### config.mk
export PLATFORM = sky130hd
export DESIGN_NAME = hs_fifo
export DESIGN_NICKNAME = d
export VERILOG_FILES = /design/src/rtl/hs_fifo.sv
export SDC_FILE = /design/constraint.sdc
export NUM_CORES = 1
export LEC_CHECK = 0
export BUFFER_PORTS_ARGS = -buffer_cell sky130_fd_sc_hd__buf_2
export CAP_MARGIN = 20
export CORE_AREA = 2 2 118 97
export DETAILED_ROUTE_END_ITERATION = 7
export DIE_AREA = 0 0 120 99
export GPL_TIMING_DRIVEN = 0
export MAX_ROUTING_LAYER = met4
export PLACE_DENSITY = 0.7
export SLEW_MARGIN = 10
export SYNTH_ARGS = -nofsm -noshare
export SYNTH_HDL_FRONTEND = slang
export SYNTH_SLANG_ARGS = --single-unit
### constraint.sdc
create_clock -name clk -period 2.45 [get_ports clk]
set_clock_uncertainty 0.1 [all_clocks]
set_input_delay 0.1225 -clock clk [delete_from_list [all_inputs] [get_ports clk]]
set_output_delay 0.1225 -clock clk [all_outputs]
set_load 0.005 [all_outputs]
### src/rtl/hs_fifo.sv
// rtl/hs_fifo.sv - first-word-fall-through FIFO, push side in, pull side out (optional HS_FIFO_ERR_EN adds sticky ovf/udf)
module hs_fifo #(
  parameter  int DWIDTH = 32,
  parameter  int DEPTH  = 4,
  localparam int LWIDTH = $clog2(DEPTH + 1)
) (
  input  logic              clk,
  input  logic              rst_n,
  output logic              push_rdy,
  input  logic              push_push,
  input  logic [DWIDTH-1:0] push_dat,
  output logic              pull_rdy,
  input  logic              pull_pop,
  output logic [DWIDTH-1:0] pull_dat,
  output logic [LWIDTH-1:0] level
`ifdef HS_FIFO_ERR_EN
  ,
  output logic              ovf,
  output logic              udf
`endif
);

  localparam int PWIDTH = $clog2(DEPTH);

  logic [DWIDTH-1:0] mem [DEPTH];
  logic [PWIDTH-1:0] wr_ptr;
  logic [PWIDTH-1:0] rd_ptr;
  logic [LWIDTH-1:0] level_nxt;
  logic              push_acc;
  logic              pop_acc;

  // Only requests qualified by the registered ready flags take effect.
  assign push_acc = push_push & push_rdy;
  assign pop_acc  = pull_pop & pull_rdy;

  // Head word is read straight from storage at the read pointer.
  assign pull_dat = mem[rd_ptr];

  // Next occupancy; a simultaneous push and pop leaves it unchanged.
  always_comb begin
    level_nxt = level;
    if (push_acc && !pop_acc) begin
      level_nxt = level + LWIDTH'(1);
    end else if (pop_acc && !push_acc) begin
      level_nxt = level - LWIDTH'(1);
    end
  end

  // Pointers, occupancy and the registered ready flags derived from next occupancy.
  always_ff @(posedge clk or negedge rst_n) begin
    if (!rst_n) begin
      wr_ptr   <= '0;
      rd_ptr   <= '0;
      level    <= '0;
      push_rdy <= 1'b0;
      pull_rdy <= 1'b0;
    end else begin
      if (push_acc) begin
        wr_ptr <= (wr_ptr == PWIDTH'(DEPTH - 1)) ? '0 : wr_ptr + PWIDTH'(1);
      end
      if (pop_acc) begin
        rd_ptr <= (rd_ptr == PWIDTH'(DEPTH - 1)) ? '0 : rd_ptr + PWIDTH'(1);
      end
      level    <= level_nxt;
      push_rdy <= (level_nxt != LWIDTH'(DEPTH));
      pull_rdy <= (level_nxt != '0);
    end
  end

  // Storage is written on accepted pushes only and is deliberately not reset.
  always_ff @(posedge clk) begin
    if (push_acc) begin
      mem[wr_ptr] <= push_dat;
    end
  end

`ifdef HS_FIFO_ERR_EN
  // Sticky flags for requests made while the corresponding side was not ready.
  always_ff @(posedge clk or negedge rst_n) begin
    if (!rst_n) begin
      ovf <= 1'b0;
      udf <= 1'b0;
    end else begin
      if (push_push && !push_rdy) begin
        ovf <= 1'b1;
      end
      if (pull_pop && !pull_rdy) begin
        udf <= 1'b1;
      end
    end
  end
`endif

endmodule

After elaboration in Yosys (flattened, before gate mapping). Memory sizes are Yosys's and may differ from the RTL's. Cells that the tools add are included.

Add/sub/neg operators: 4. Multipliers: 0. Div/mod/pow operators: 0. Magnitude comparators: 0. Equal/unequal tests: 3. Shift-type cells: 0. Multiplexer cells: 6. Bitwise logic cells: 2. Reduce and logical (&&, ||, !) cells: 5.

Operators by type and width (count): $mux W3 (2); $add A2 B1 Y2 const B (2); $eq A2 B2 Y1 const B (2); $mux W2 (2); $add A3 B1 Y3 const B (1); $ne A3 B3 Y1 const B (1); $reduce_bool A3 Y1 (1); $sub A3 B1 Y3 const B (1); $and A1 B1 Y1 (2); $logic_and A1 B1 Y1 (2); $logic_not A1 Y1 (2); $mux W1 (2).

Register bits: 9. Bits in latches: 0. Memory bits (writable): 128. ROM bits: 0. Input bits: 36. Output and inout port bits: 37. Logic and storage cells: 26. Memories: 1.

Memories: mem (depth 4, width 32, read ports 1, clocked after Yosys merged registers in 0, write ports 1, line 25) `logic [DWIDTH-1:0] mem [DEPTH];`.

Logic depth before layout (Yosys ltp). Gate-level depths: netlist (run 1).

Word-level depth: 6. Depth in mapped cells: 6. Depth with buffers taken out: 6.

Worst setup path after synthesis (run 1). No wires, ideal clock.

Path kind: register to register. Start point: register wr_ptr[0]. End point: memory mem[2][0] (enable). Setup time: 0.392 ns. Data arrival time: 1.451 ns. Data required time: 1.958 ns. Setup slack: 0.506 ns. Cell stages (with the launch flop): 4. Path buffers: 0. Clock period less this slack: 1.944 ns. Path through: dfrtp_1 inv_1 ha_1 and3_1.

RTL lines: start, declared (line 26) `logic [PWIDTH-1:0] wr_ptr;`; start signal, assigned (line 59) `wr_ptr <= (wr_ptr == PWIDTH'(DEPTH - 1)) ? '0 : wr_ptr + PWIDTH'(1);`; end, declared (line 25).

Straight into the memory's write port.

Worst setup path in the final report (run 1).
Start point: register rd_ptr[1]. End point: output port pull_dat[20].

Cells in the longest elaborated chain, start to end: 1.

Ends and longest elaborated chain: start, declared (line 27) `logic [PWIDTH-1:0] rd_ptr;`; start signal, assigned (line 62) `rd_ptr <= (rd_ptr == PWIDTH'(DEPTH - 1)) ? '0 : rd_ptr + PWIDTH'(1);`; $mem_v2 Z4 W32; end, declared (line 14) `output logic [DWIDTH-1:0] pull_dat,`.

No other way between the ends.

==> results of run 1 <==
## repair_timing
| action | 4_1_cts | 5_1_grt |
|---|---|---|
| hold buffers | 34 | 0 |
| endpoints found under the hold margin | 137 | 0 |
| endpoints found under the setup margin | 0 | 0 |
## kinds of logic (layout without fill, tap and decap cells)
group,count (synthesis),after routing
mux,35,35
compound gates,7,7
flops,137,137
xor+xnor,4,4
buf+inv,13,155
fa+ha+maj,7,7
simple gates,16,16
## placed cells by master (no fill, tap or decap), types with 2 or more instances in the layout
master | Yosys | final
xnor2_1 | 3 | 3
nor3_1 | 2 | 2
dfrtp_1 | 9 | 9
clkinv_1 | 0 | 2
nand2_1 | 3 | 3
buf_2 | 3 | 75
dlygate4sd3_1 | 0 | 34
mux2_2 | 2 | 2
clkinv_2 | 0 | 2
inv_1 | 4 | 4
buf_12 | 0 | 4
inv_6 | 0 | 3
clkinv_4 | 0 | 2
and3_2 | 0 | 4
mux4_2 | 32 | 32
ha_1 | 7 | 7
edfxtp_1 | 128 | 128
clkbuf_1 | 2 | 2
buf_4 | 3 | 3
clkinvlp_4 | 0 | 3
a21o_1 | 2 | 2
clkbuf_16 | 0 | 17
bufinv_16 | 0 | 3
## stage by stage
step | worst slack [ns] | setup TNS [ns] | total power [uW] | hold slack (ns) | cells
after detailed placement | 0.572 | 0 | 5380 | -0.112 | 439
after floorplan | 0.506 | 0 | 4530 | -0.273 | 219
final | 0.204 | 0 | 7850 | 0.0286 | 505
after global placement | -0.0908 | -8.48 | 5270 | -0.115 | 435
after global routing | 0.0893 | 0 | 8250 | 0.0358 | 505
after CTS | 0.186 | 0 | 7960 | 0.0139 | 505
## critical path: cells and delay by family (launching register included)
kind / cells / cell delay (ns)
flip-flops: 1 / 0.35
multiplexers: 1 / 0.41
buffers and inverters: 3 / 0.85
## where the power goes
part	total [uW]	internal (uW)	switching (uW)
combinational	2110	1100	1010
clock	2530	1600	935
sequential	3200	3060	141
total	7850	5760	2090
## registers in the layout, indices dropped and copies added, names as in the netlist
| register | count |
|---|---|
| mem | 128 |
| level | 3 |
| rd_ptr | 2 |
| wr_ptr | 2 |
| pull_rdy | 1 |
| push_rdy | 1 |
## worst paths after layout
| path | from | end | slack (ns) | cells past startpoint |
|---|---|---|---|---|
| worst max-delay path | rd_ptr[1] | pull_dat[20] | 0.20 | 4 |
| worst min-delay path | pull_pop | rd_ptr[0] | 0.03 | 3 |
| worst max register to register | level[0] | push_rdy | 0.54 | 5 |
| worst min register to register | wr_ptr[1] | wr_ptr[1] | 0.47 | 1 |
| max in group asynchronous | rst_n | pull_rdy | 1.32 | 3 |
| min in group asynchronous | rst_n | wr_ptr[0] | 0.62 | 3 |
## routing by layer
metal / GRT usage [%] / vias to the layer above / share of wire, %
li1: - / 1172 / -
met2: 25.4 / 70 / 49
met4: 5.43 / 0 / 1.2
met3: 5.32 / 10 / 4.5
met1: 21.3 / 1340 / 45
met5: - / - / 0
## layout make-up
| cell class | count | area, um2 | area share, % |
|---|---|---|---|
| buffer | 9 | 56.3 | 0.838 |
| tap | 144 | 180 | 2.68 |
| multi-input combinational | 69 | 1020 | 15.2 |
| timing repair buffer | 110 | 781 | 11.6 |
| inverter | 4 | 15.0 | 0.223 |
| clock buffer | 17 | 425 | 6.33 |
| sequential | 137 | 4070 | 60.5 |
| clock inverter | 15 | 174 | 2.59 |
==> results.cfg, run 1 <==
[global_route]
antenna_found_initial = 0
overflow = 0
grt_pass1_wl_um = 14000
grt_pass1_vias = 2727
grt_max_degree = 24
track_usage_pct = 16.6

[clock_network]
cts_buffers = 17
cts.clk_slew.worst_paths_ns = 0.05
cts-root-buf = clkbuf_16
htree_levels = 4
cts_tree = built
clkSinkCount = 137
clk_latency_ns = 0.40
cts_resized = 0
cts_setup_buffers = 0
cts_buffer_depth = 2

[sta]
setup-violations-final = 0
max_freq_ghz = 0.445
tightest_slew_ns = 0.659
fin_crit_sh_pct = 91.7
rsz0062_at_grt = false
slew_violations = 0
hold_violations = 0
relSlewSlack_pct = 56.1
period_needed_ns = 2.25

[pwr]
leakage_uw = 0.00242
power_density_nw_per_um2 = 1170
ir_drop_uv = 640

[synthesis]
synth_edf_count = 128
yosysTopAreaCellShare_pct = 74.5
ys_ff_latch = 137
ys.warnings.count = 0
synthFlopType = edfxtp_1
synthXorXnorAreaFrac_pct = 0.679
synth_top_family_by_area = multiplexers
avgSynthCellArea_um2 = 23.5
synth.net_count = 262
synth_cell_types = 29
synthTopCellsByArea = edfxtp_1, mux4_2, dfrtp_1
synth_fa_ha_area_share_pct = 1.70
async_reset_ff_share_pct = 6.57
synth_cells = 219
synth_compound_area_share_pct = 0.995
yosysTopAreaCell = edfxtp_1
seq_area_frac_synth_pct = 78.9
yosysMostFrequentCell = edfxtp_1
netlist_area_um2 = 5160
synth.area.mux_share_pct = 14.6
synthTopCellsByCount = edfxtp_1, mux4_2, dfrtp_1
synth-simple-area-share_pct = 1.75

[detailed_routing]
drt-initial-drc-count = 181
vias = 2592
drt-total-wl_um = 8640
drt_pre_antenna_iters = 5
ant_nets = 0
via_per_inst = 5.13
wl_per_cell_um = 17.1
drc_errors = 0

[placement]
placed_area_um2 = 5780
place_congestion = 0.708
dp_hpwl_um = 5430
port_buffers = 72

[die]
die_w_um = 120
start_util_pct = 48.3
die_area_um2 = 11900
die_h_um = 99
pin_count = 73
rows = 34
core_area_um2 = 10700

[critical_path]
critical-path-max-stage-delay_ns = 0.53
worstPathCellList = buf_2, clkbuf_1, mux4_2, buf_2
critical_path_required_ns = 2.23
crit_path_start_kind = flop
crit_slowest_cell = clkbuf_1
cp_max_fo = 10
crit_top_cell = buf_2
worstPathArrival_ns = 2.02
worstSetupPathType = flop to output pin
end_kind = output pin

[hold_path]
hp-class = primary input to flop

[status]
status = complete, no violations

[cells_and_area]
fill_cells = 766
post-route-cell-area_um2 = 6720
fin_util_pct = 63.0
area_growth_pct = 30.3
diodes = 0
final_nets = 391
drive_gt1_share_pct = 42.4

[job]
maxCapViolCount = 0
No activity file was read; power rests on OpenSTA's default activity.
==> inputs of run 2 (changes only) <==
--- a/config.mk
+++ b/config.mk
@@ -6,13 +6,12 @@
 export NUM_CORES = 1
 export LEC_CHECK = 0
 export BUFFER_PORTS_ARGS = -buffer_cell sky130_fd_sc_hd__buf_2
-export CAP_MARGIN = 20
 export CORE_AREA = 2 2 118 97
 export DETAILED_ROUTE_END_ITERATION = 7
 export DIE_AREA = 0 0 120 99
 export GPL_TIMING_DRIVEN = 0
 export MAX_ROUTING_LAYER = met4
-export PLACE_DENSITY = 0.7
+export PLACE_DENSITY_LB_ADDON = 0.3
 export SLEW_MARGIN = 10
 export SYNTH_ARGS = -nofsm -noshare
 export SYNTH_HDL_FRONTEND = slang
==> results.cfg, run 2 (synthesis results as in run 1) <==
[status]
status = complete, no violations

[detailed_routing]
drt_pre_antenna_iters = 5
wl_per_cell_um = 17.8
ant_nets = 0
drt-total-wl_um = 8990
via_per_inst = 5.07
drt-initial-drc-count = 168
drc_errors = 0
vias = 2567

[cells_and_area]
layout_commonest_cell = edfxtp_1
fill_cells = 738
largest_reg_flops = 128
fin_util_pct = 63.1
fin_cells = 506
layout_common_cells = edfxtp_1, buf_2, dlygate4sd3_1
area_growth_pct = 30.7
reg_top3 = mem: 128 flops, level: 3 flops
final_nets = 392
drive_gt1_share_pct = 42.0
largest-register = mem
diodes = 0

[global_route]
antenna_found_initial = 0
track_usage_pct = 17.4
grt_max_degree = 32
grt_pass1_wl_um = 14500
grt_pass1_vias = 2729
overflow = 0

[sta]
hold_violations = 0
max_freq_ghz = 0.445
slew_violations = 0
period_needed_ns = 2.24
setup-violations-final = 0
relSlewSlack_pct = 56.5
fin_tns_setup_ns = 0
fin_crit_sh_pct = 91.6
rsz0062_at_grt = false
tightest_slew_ns = 0.653

[critical_path]
critPathBufInv = 3
crit_slowest_cell = clkbuf_1
crit_family = buffers and inverters
reg2reg_depth = 5
crit_top_cell = buf_2
worstPathArrival_ns = 2.02
reg2reg_to = push_rdy
rr_startpoint = level[0]
critical_path_required_ns = 2.23
end_kind = output pin
worstSetupPathType = flop to output pin
critical-path-max-stage-delay_ns = 0.52
cp_max_fo = 10
crit_path_start_kind = flop
rrSetupSlack_ns = 0.56
worstPathCellList = buf_2, clkbuf_1, mux4_2, buf_2

[placement]
place_congestion = 0.714
dp_hpwl_um = 5480
place_inst = 439
port_buffers = 72

[clock_network]
cts_setup_buffers = 0
cts_buffers = 17
cts.clk_slew.worst_paths_ns = 0.06
cts-root-buf = clkbuf_16
cts_buffer_depth = 2
cts_tree = built
htree_levels = 4
clk_latency_ns = 0.41
clkSinkCount = 137

[die]
core_area_um2 = 10700
rows = 34
die_area_um2 = 11900
start_util_pct = 48.3
die_h_um = 99
die_w_um = 120
pin_count = 73

[hold_path]
min_from = push_push
hp-class = primary input to flop
min_path_cells = 3
min_to = wr_ptr[0]

[job]
maxCapViolCount = 0

[pwr]
power_density_nw_per_um2 = 1170
ir_drop_uv = 885
total_power_uw = 7920
leakage_uw = 0.00243
run 2: repair_timing:
action / in CTS / in global routing
endpoints found under the setup margin: 0 / 0
resized for setup: 0 / 0
hold buffers: 35 / 0
endpoints found under the hold margin: 138 / 0
run 2: tightest hold or removal path, delay by kind of cell:
| family | cells | cell delay, ns |
|---|---|---|
| buffers and inverters | 1 | 0.13 |
| and+or+nand+nor | 1 | 0.18 |
| AOI/OAI and AO/OA | 1 | 0.14 |
run 2: how the worst max path moves through the flow:
stage                    from            to  cells past startpoint
finish              rd_ptr[1]  pull_dat[13]                      4
global route        rd_ptr[1]  pull_dat[13]                      4
CTS                 rd_ptr[1]  pull_dat[13]                      4
detailed placement   level[0]      push_rdy                      5
global placement    wr_ptr[0]    mem[2][10]                      3
floorplan           wr_ptr[0]     mem[2][0]                      3
run 2: layout make-up:
class / instances / area (um2) / share of cell area (%)
Clock inverter: 14 / 180 / 2.67
Tap cell: 144 / 180 / 2.67
Buffer: 9 / 56.3 / 0.835
Sequential cell: 137 / 4070 / 60.3
Timing Repair Buffer: 111 / 791 / 11.7
Clock buffer: 18 / 429 / 6.36
Inverter: 4 / 15.0 / 0.223
Multi-Input combinational cell: 69 / 1020 / 15.2
run 2: layer usage:
layer	share of wire, %	GRT usage, %
met5	0	-
met4	1.4	7.33
met3	4.7	5.44
met2	51	27.0
met1	43	21.5
run 2: where the power goes:
part	internal [uW]	switching, uW	total (uW)
Clock	1690	911	2600
Combinational	1100	1020	2110
Sequential	3060	142	3200
Total	5850	2070	7920
run 2: through the flow:
| step | instance area [um2] | hold WS (ns) | worst slack (ns) |
|---|---|---|---|
| floorplan | 5160 | -0.273 | 0.506 |
| global placement | 5700 | -0.115 | -0.0967 |
| detailed placement | 5780 | -0.110 | 0.553 |
| CTS | 6740 | 0.0797 | 0.137 |
| global route | 6740 | 0.110 | 0.0699 |
| finish | 6740 | 0.0973 | 0.205 |
==> inputs of run 3 (changes only) <==
--- a/config.mk
+++ b/config.mk
@@ -11,7 +11,8 @@
 export DIE_AREA = 0 0 120 99
 export GPL_TIMING_DRIVEN = 0
 export MAX_ROUTING_LAYER = met4
-export PLACE_DENSITY_LB_ADDON = 0.3
+export PLACE_DENSITY = 0.69
+export RECOVER_POWER = 100
 export SLEW_MARGIN = 10
 export SYNTH_ARGS = -nofsm -noshare
 export SYNTH_HDL_FRONTEND = slang
==> results.cfg, run 3 (synthesis results as in run 1) <==
[placement]
place_inst = 439
place_congestion = 0.754
port_buffers = 72
dp_hpwl_um = 5670

[critical_path]
critical-path-max-stage-delay_ns = 0.55
crit_family = buffers and inverters
worstPathCellList = buf_2, clkbuf_1, mux4_2, clkbuf_1
crit_slowest_cell = clkbuf_1
crit_path_start_kind = flop
end_kind = output pin
worstPathArrival_ns = 2.03
critical_path_required_ns = 2.23
worstSetupPathType = flop to output pin
rrSetupSlack_ns = 0.41
critPathBufInv = 3
crit_top_cell = clkbuf_1
cp_max_fo = 10

[sta]
hold_violations = 0
fin_tns_setup_ns = 0
fin_crit_sh_pct = 92.1
period_needed_ns = 2.26
relSlewSlack_pct = 41.7
max_freq_ghz = 0.443
tightest_slew_ns = 0.875
slew_violations = 0
setup-violations-final = 0
rsz0062_at_grt = false

[cells_and_area]
fill_cells = 798
largest-register = mem
area_growth_pct = 29.2
seqCellArea_um2 = 4070
layout_common_cells = edfxtp_1, clkbuf_1, dlygate4sd3_1
multi_input_area_um2 = 1010
layout_commonest_cell = edfxtp_1
drive_gt1_share_pct = 28.3
reg_top3 = mem: 128 flops, level: 3 flops
final_nets = 392
largest_reg_flops = 128
diodes = 0
fin_cells = 505

[pwr]
p_comb_share_pct = 27.2
seq_power_share_pct = 41.6
p_switching_uw = 2080
leakage_uw = 0.00229
power_density_nw_per_um2 = 1160
p_clk_share_pct = 31.2
p_sw_share_pct = 27.0
ir_drop_uv = 607
p_int_uw = 5630

[global_route]
track_usage_pct = 17.4
busiest_layer = met2
overflow = 0
grt_max_degree = 20
grt_util_met1_pct = 22.6
grt_pass1_wl_um = 14400
met2_usage_pct = 26.0
met3_usage_pct = 4.63
grt_pass1_vias = 2673
antenna_found_initial = 0

[detailed_routing]
wl_per_cell_um = 17.9
via_per_inst = 5.04
drt_pre_antenna_iters = 4
ant_nets = 0
drt-total-wl_um = 9030
vias = 2544
drc_errors = 0
drt-initial-drc-count = 203

[die]
start_util_pct = 48.3
die_w_um = 120
die_area_um2 = 11900
core_area_um2 = 10700
pin_count = 73
rows = 34
die_h_um = 99

[clock_network]
cts_buffers = 17
cts_resized = 0
cts.clk_slew.worst_paths_ns = 0.05
cts_buffer_depth = 2
clk_latency_ns = 0.41
clkSinkCount = 137
htree_levels = 4
cts-root-buf = clkbuf_16
cts_tree = built

[status]
status = complete, no violations

[hold_path]
hp-class = primary input to flop

[job]
maxCapViolCount = 0
[run 3: cell types whose count changed in the layout (fill, tap and decap cells not counted), sizes merged]
cell / delta
clkbuf: +48
clkinv: -1
clkinvlp: +1
bufinv: -2
buf: -47
[run 3: worst paths after layout]
check                          start            to  cells past startpoint
max reg2reg                wr_ptr[0]     mem[2][8]                      4
max in group asynchronous      rst_n     rd_ptr[1]                      3
min                        push_push     wr_ptr[0]                      3
max                        rd_ptr[1]  pull_dat[14]                      4
min in group asynchronous      rst_n      level[2]                      3
min reg2reg                wr_ptr[0]     wr_ptr[0]                      1
[run 3: per-layer routing]
metal	up-vias	part of all wire, %
li1	1184	-
met1	1282	46
met2	68	48
met3	10	4.5
met4	0	1.3
met5	-	0
[run 3: worst reg2reg max path, stage by stage (launching register included)]
cell     delay [ns]
dfrtp_1        0.42
inv_1          0.10
ha_1           0.14
and3_1         0.71
buf_16         0.25
[run 3: per-stage QoR]
step / area (um2) / power [uW] / setup slack (ns) / util [%] / hold WS (ns)
after global routing: 6660 / 8110 / 0.0604 / 62.4 / 0.0825
after detailed placement: 5810 / 5410 / 0.588 / 54.4 / -0.113
final: 6660 / 7710 / 0.194 / 62.4 / 0.0747
after floorplan: 5160 / 4530 / 0.506 / - / -0.273
after global placement: 5700 / 5260 / -0.123 / 53.4 / -0.116
after CTS: 6730 / 7860 / 0.144 / 63.0 / 0.0562
[run 3: area by class of cell]
cell class                      count  share of cell area, %
Clock inverter                     12                   1.93
Tap cell                          144                   2.70
Buffer                              9                  0.845
Timing Repair Buffer              111                   11.5
Multi-Input combinational cell     69                   15.2
Sequential cell                   137                   61.1
Inverter                            4                  0.225
Clock buffer                       19                   6.50
[run 3: repair_timing]
action	CTS	global route
setup buffers	0	0
endpoints found under the setup margin	0	0
hold endpoints to repair	138	0
hold buffers	35	0
[run 3: power groups by stage]
stage               Sequential [uW]  Clock (uW)  Combinational, uW
floorplan                      3220           0               1310
global placement               3250           0               2010
detailed placement             3250           0               2160
CTS                            3210        2440               2210
global route                   3250        2550               2310
finish                         3210        2410               2100
